`config.mk`:
```
export PLATFORM = sky130hd
export DESIGN_NAME = mult2x2_seq_ctrl_flat
export DESIGN_NICKNAME = d
export VERILOG_FILES = /design/src/rtl/mult2x2_seq_ctrl_if.sv /design/src/rtl/mult2x2_seq_ctrl.sv /design/src/flat_wrapper.sv
export SDC_FILE = /design/constraint.sdc
export NUM_CORES = 1
export LEC_CHECK = 0
export BUFFER_PORTS_ARGS = -buffer_cell sky130_fd_sc_hd__buf_2
export CORE_ASPECT_RATIO = 0.75
export CORE_MARGIN = 1.5
export CORE_UTILIZATION = 30
export DETAILED_ROUTE_END_ITERATION = 10
export PLACE_DENSITY = 0.45
export SLEW_MARGIN = 20
export SYNTH_ARGS = -nofsm -noshare
export SYNTH_HDL_FRONTEND = slang
export SYNTH_HIERARCHICAL = 1
export SYNTH_SLANG_ARGS = --single-unit
export TNS_END_PERCENT = 100
```
`constraint.sdc`:
```
create_clock -name clk -period 4.3 [get_ports clk]
set_input_delay 0 -clock clk [delete_from_list [all_inputs] [get_ports clk]]
set_output_delay 0 -clock clk [all_outputs]
set_load 0.005 [all_outputs]
```
`src/rtl/mult2x2_seq_ctrl_if.sv`:
```
// Operand/product handshake bundle for mult2x2_seq_ctrl: valid/ready in on the
// requester side, valid/ready out on the consumer side, plus a busy indicator.
interface mult2x2_seq_ctrl_if #(
  parameter int WIDTH = 8
);
  logic                 in_valid;
  logic                 in_ready;
  logic [WIDTH-1:0]     a;
  logic [WIDTH-1:0]     b;
  logic                 out_valid;
  logic                 out_ready;
  logic [2*WIDTH-1:0]   product;
  logic                 busy;

  modport master (
    output in_valid, a, b, out_ready,
    input  in_ready, out_valid, product, busy
  );

  modport slave (
    input  in_valid, a, b, out_ready,
    output in_ready, out_valid, product, busy
  );
endinterface

```
`src/rtl/mult2x2_seq_ctrl.sv`:
```
// WIDTH x WIDTH unsigned multiplier built from one 2x2 array core, iterating
// over all digit pairs (j inner, i outer) and accumulating shifted partials.
module mult2x2_core (
  input  logic [1:0] x,
  input  logic [1:0] y,
  output logic [3:0] p
);
  logic pp10;
  logic pp01;
  logic pp11;
  logic c1;

  assign pp10 = x[1] & y[0];
  assign pp01 = x[0] & y[1];
  assign pp11 = x[1] & y[1];
  assign c1   = pp10 & pp01;

  assign p[0] = x[0] & y[0];
  assign p[1] = pp10 ^ pp01;
  assign p[2] = pp11 ^ c1;
  assign p[3] = pp11 & c1;
endmodule

module mult2x2_seq_ctrl #(
  parameter int WIDTH = 8
) (
  input  logic                clk,
  input  logic                rst_n,
  mult2x2_seq_ctrl_if.slave   bus
);
  localparam int N     = WIDTH / 2;
  localparam int IDX_W = (N > 1) ? $clog2(N) : 1;
  localparam int ACC_W = 2 * WIDTH;
  localparam logic [IDX_W-1:0] LAST_IDX = IDX_W'(N - 1);

  typedef enum logic [1:0] {
    IDLE = 2'd0,
    RUN  = 2'd1,
    DONE = 2'd2
  } state_t;

  state_t             state;
  state_t             state_nxt;
  logic [WIDTH-1:0]   a_reg;
  logic [WIDTH-1:0]   b_reg;
  logic [ACC_W-1:0]   acc;
  logic [IDX_W-1:0]   i_idx;
  logic [IDX_W-1:0]   j_idx;
  logic [1:0]         a_dig;
  logic [1:0]         b_dig;
  logic [3:0]         pp;
  logic [IDX_W:0]     dig_sum;
  logic [ACC_W-1:0]   pp_term;
  logic               accept;
  logic               last_j;
  logic               last_step;

  assign accept    = (state == IDLE) && bus.in_valid;
  assign last_j    = (j_idx == LAST_IDX);
  assign last_step = last_j && (i_idx == LAST_IDX);

  // Digit selection and weighting of the partial product by 4^(i+j)
  assign a_dig   = 2'(a_reg >> {i_idx, 1'b0});
  assign b_dig   = 2'(b_reg >> {j_idx, 1'b0});
  assign dig_sum = {1'b0, i_idx} + {1'b0, j_idx};
  assign pp_term = ACC_W'(pp) << {dig_sum, 1'b0};

  mult2x2_core u_core (
    .x (a_dig),
    .y (b_dig),
    .p (pp)
  );

  always_ff @(posedge clk or negedge rst_n) begin
    if (!rst_n) begin
      state <= IDLE;
    end else begin
      state <= state_nxt;
    end
  end

  always_comb begin
    state_nxt = state;
    case (state)
      IDLE:    if (bus.in_valid)  state_nxt = RUN;
      RUN:     if (last_step)     state_nxt = DONE;
      DONE:    if (bus.out_ready) state_nxt = IDLE;
      default:                    state_nxt = IDLE;
    endcase
  end

  always_comb begin
    bus.in_ready  = 1'b0;
    bus.busy      = 1'b0;
    bus.out_valid = 1'b0;
    case (state)
      IDLE:    bus.in_ready  = 1'b1;
      RUN:     bus.busy      = 1'b1;
      DONE:    bus.out_valid = 1'b1;
      default: bus.in_ready  = 1'b0;
    endcase
  end

  // Operand latch, digit indices and accumulator; all held outside IDLE-accept and RUN
  always_ff @(posedge clk or negedge rst_n) begin
    if (!rst_n) begin
      a_reg <= '0;
      b_reg <= '0;
      acc   <= '0;
      i_idx <= '0;
      j_idx <= '0;
    end else if (accept) begin
      a_reg <= bus.a;
      b_reg <= bus.b;
      acc   <= '0;
      i_idx <= '0;
      j_idx <= '0;
    end else if (state == RUN) begin
      acc <= acc + pp_term;
      if (last_j) begin
        j_idx <= '0;
        i_idx <= (i_idx == LAST_IDX) ? '0 : i_idx + 1'b1;
      end else begin
        j_idx <= j_idx + 1'b1;
      end
    end
  end

  assign bus.product = acc;
endmodule
```
`src/flat_wrapper.sv`:
```
// flat-port wrapper written by rule: the top's interface ports become plain ports
module mult2x2_seq_ctrl_flat 
#(
  parameter int WIDTH = 8
)
  (clk, rst_n, bus_in_valid, bus_a, bus_b, bus_out_ready, bus_in_ready, bus_out_valid, bus_product, bus_busy);
  mult2x2_seq_ctrl_if #(.WIDTH(WIDTH)) bus_i ();
  input  logic clk;
  input  logic rst_n;
  input wire logic [$bits(bus_i.in_valid)-1:0] bus_in_valid;
  input wire logic [$bits(bus_i.a)-1:0] bus_a;
  input wire logic [$bits(bus_i.b)-1:0] bus_b;
  input wire logic [$bits(bus_i.out_ready)-1:0] bus_out_ready;
  output wire logic [$bits(bus_i.in_ready)-1:0] bus_in_ready;
  output wire logic [$bits(bus_i.out_valid)-1:0] bus_out_valid;
  output wire logic [$bits(bus_i.product)-1:0] bus_product;
  output wire logic [$bits(bus_i.busy)-1:0] bus_busy;
  assign bus_i.in_valid = bus_in_valid;
  assign bus_i.a = bus_a;
  assign bus_i.b = bus_b;
  assign bus_i.out_ready = bus_out_ready;
  assign bus_in_ready = bus_i.in_ready;
  assign bus_out_valid = bus_i.out_valid;
  assign bus_product = bus_i.product;
  assign bus_busy = bus_i.busy;
  mult2x2_seq_ctrl #(.WIDTH(WIDTH)) u_core (.clk(clk), .rst_n(rst_n), .bus(bus_i));
endmodule
```
==> flow_summary_export.csv <==
group,metric,value,unit
outcome,status,"completed",
setup_path,path_class,"reg2reg",
route,remaining_drc_errors,0,
route,wire_per_inst,14.30,um
route,drtPass1Iterations,4,
route,num_vias,2374,
floorplan,core,0.008527,mm2
setup_path,r2r-end,"u_core/bus.product[14]",
synth,synthFlopType,"dfrtp_1",
cts,clk_pin_slew_worst_paths,0.06,ns
hold_path,holdPathStages,4,
timing,min_period,3.734,ns
global_routing,use_met2,21.36,%
setup_path,critPathArrivalTime,3.89,ns
cells_and_area,layout.cells.non_filler,475,
setup_path,reg2reg_slack,0.57,ns
global_routing,grt_pass1_wl,11.69,mm
global_routing,use_met3,3.249,%
placement,portBuffers,38,
setup_path,path_cells,"mux4_2, and2_1, ha_1, ha_1, a31oi_1, nor2_1, ha_1, a211oi_1, o21ba_2, a21o_1, a2111oi_0, or3_1",
placement,dpl.hpwl,4.967,mm
cells_and_area,diodes,0,
setup_path,slowest_stage,"mux4_2",
synth,synth_edf_count,0,
setup_path,worstRegToRegCells,12,
cells_and_area,layout.filler_cells,862,
setup_path,r2r-start,"u_core/j_idx[0]",
synth,yosys_warnings,6,
synth,synth_top_area_share,35.93,%
route,via_per_inst,4.998,
placement,dp_slack,0.5685,ns
timing,setup_slack,0.5662,ns
global_routing,grt_use_total,15.51,%
cts,cts_repair_resize_count,0,
global_routing,overflow,0,
global_routing,antenna_found_initial,0,
timing,fmax,0.2678,GHz
pwr,vdd_drop_max,392.1,uV
global_routing,met1_usage,24.51,%
cts,clock_path_buffers,2,
setup_path,crit_top_cell,"ha_1",
cts,root_buffer,"clkbuf_16",
cts,cts_buffers,5,
synth,netlist_area,0.002646,mm2
hold_path,holdPathEnd,"u_core/i_idx[0]",
setup_path,crit_path_max_incr_delay,0.55,ns
cts,clock-sinks,38,
floorplan,io_pins,39,
floorplan,start_util,31.03,%
hold_path,hold_path.class,"in2reg",
floorplan,die_area,0.009399,mm2
setup_path,crit_start,"u_core/j_idx[0]",
placement,dp_cells,450,
synth,syn-num-nets,357,
floorplan,die_x,111.5,um
hold_path,min_from,"bus_in_valid",
timing,timing.setup.tns,0,ns
pwr,p_per_area,702.8,mW/mm2
timing,rsz0062_at_grt,"no",
synth,syn_inst,315,
setup_path,cp_top_family,"compound AO/OA/AOI/OAI gates",
setup_path,start_kind,"register",
timing,fin_worst_skew,0.005640,ns
timing,relSlewSlack,32.02,%
floorplan,rows,29,
synth,synth_cell_type_count,49,
setup_path,worst-path-max-fanout,6,
cells_and_area,area_growth,23.03,%
setup_path,path_buf_inv,0,
cells_and_area,final_layout_size_suffix_gt1_share,15.80,%
cts,clk_latency,0.28,ns
route,routed_wl,6.791,mm
setup_path,required,4.46,ns
timing,worstMarginPinSlew,1.017,ns
cts,cts_htree_levels,2,
synth,synth_area_leaders,"dfrtp_1 36%, nand2_1 10%, ha_1 9.5%",
timing,finalCritPeriodShare,86.83,%
pwr,total_power,2.288,mW
synth,synth_top_cell_by_area,"dfrtp_1",
setup_path,worst_setup_path_end_kind,"register",
cells_and_area,largest_reg_flops,16,
cells_and_area,design_area,0.003256,mm2
global_routing,busiest_layer,"met1",
floorplan,die_h,84.34,um
route,drtIter0Drc,97,
synth,ys_seq_area_share,35.93,%
global_routing,grt_start_max_net_pins,39,
timing,setup_viol,0,
synth,synth-seq-cells,38,
synth,syn_area_per_cell,8.401,um2
synth,async_reset_ff_share,100.0,%
timing,whs,0.3385,ns
cells_and_area,utilization,38.18,%
cts,holdBufCountCts,18,
timing,hold_violations,0,
placement,place_area,0.002935,mm2
route,drtAntennaViolNets,0,
cells_and_area,final_nets,409,
cts,cts_tree,"built",
placement,place_congestion,0.8240,
run,cap_violations,0,
cts,cts_setup_buffers,0,
pwr,power_leakage,1.560,nW
timing,slew_viol_final,0,
global_routing,grt_pass1_vias,2330,
layout make-up:
type / instances / area (um2) / share of cell area, %
tap: 108 / 135.1 / 4.151
clock buffer: 5 / 125.1 / 3.843
multi-input combinational: 253 / 1603 / 49.23
sequential: 38 / 950.9 / 29.21
clock inverter: 2 / 15.01 / 0.4612
timing repair buffer: 58 / 385.4 / 11.84
inverter: 11 / 41.29 / 1.268
synth_stat cells, drive strengths merged, types with 3 or more instances:
cell and n:
nand2 73, dfrtp 38, nor2 24, ha 20
nand3 17, o21ai 15, a21oi 14, clkbuf 11
inv 11, a21o 9, nand4 6, and2 5
nand2b 5, nor3 5, nor3b 5, mux4 4
a211oi 3, a31oi 3, mux2i 3, o211ai 3
o31ai 3, xor2 3
power breakdown:
part	internal, mW	switching, mW
registers	0.518	0.128
logic	0.548	0.733
clock network	0.212	0.149
total	1.28	1.01
worst min-delay path: cells and delay by family:
| family | cells | cell delay (ns) |
|---|---|---|
| AND/OR/NAND/NOR | 2 | 0.26 |
| buffers and inverters | 2 | 0.32 |
cell usage in the layout (no fill, tap or decap), types with 2 or more instances in the layout:
cell	count
a2111oi_0	2
buf_2	38
o311ai_0	2
o21ai_0	15
nand4_1	6
or3_1	2
nand2b_1	5
nor3_1	5
nor2_1	24
o21a_1	2
o211ai_1	3
a21o_1	9
a31oi_1	3
buf_4	2
nor3b_1	4
a211oi_1	3
inv_1	10
xnor2_1	2
nand2_1	73
mux4_2	4
and3_1	2
o22ai_1	2
a211o_1	2
dfrtp_1	38
nand3b_1	2
fa_1	2
xor2_1	3
ha_1	20
clkbuf_16	5
clkinvlp_4	2
mux2i_1	2
and2_1	4
dlygate4sd3_1	18
nor2b_1	2
a21oi_1	14
o31ai_1	3
nand3_1	17
worst max-delay path by stage:
stage                     depth (start not counted)  slack, ns                endpoint
after global placement                           12       0.61  u_core/bus.product[14]
after global routing                             12       0.25  u_core/bus.product[14]
after CTS                                        12       0.56  u_core/bus.product[14]
after floorplan                                  11       0.90  u_core/bus.product[14]
final                                            12       0.57  u_core/bus.product[14]
after detailed placement                         12       0.57  u_core/bus.product[14]
layer usage:
layer  wire length (um)  vias up
met4                 47        0
met2               2620       47
met3                261        2
li1                   -     1226
met5                  0        -
met1               3862     1099
cell families (layout without fill, tap and decap cells):
kind of cell	count (synthesis)	after routing	synth area share [%]
AOI/OAI and AO/OA	67	67	16.60
xor gates and xnor gates	5	5	1.655
adders and majority gates	22	22	10.97
buffers and inverters	24	76	3.688
DFF	38	38	35.93
muxes	7	7	4.681
and+or+nand+nor	152	152	26.48
No activity file was read; power rests on OpenSTA's default activity.
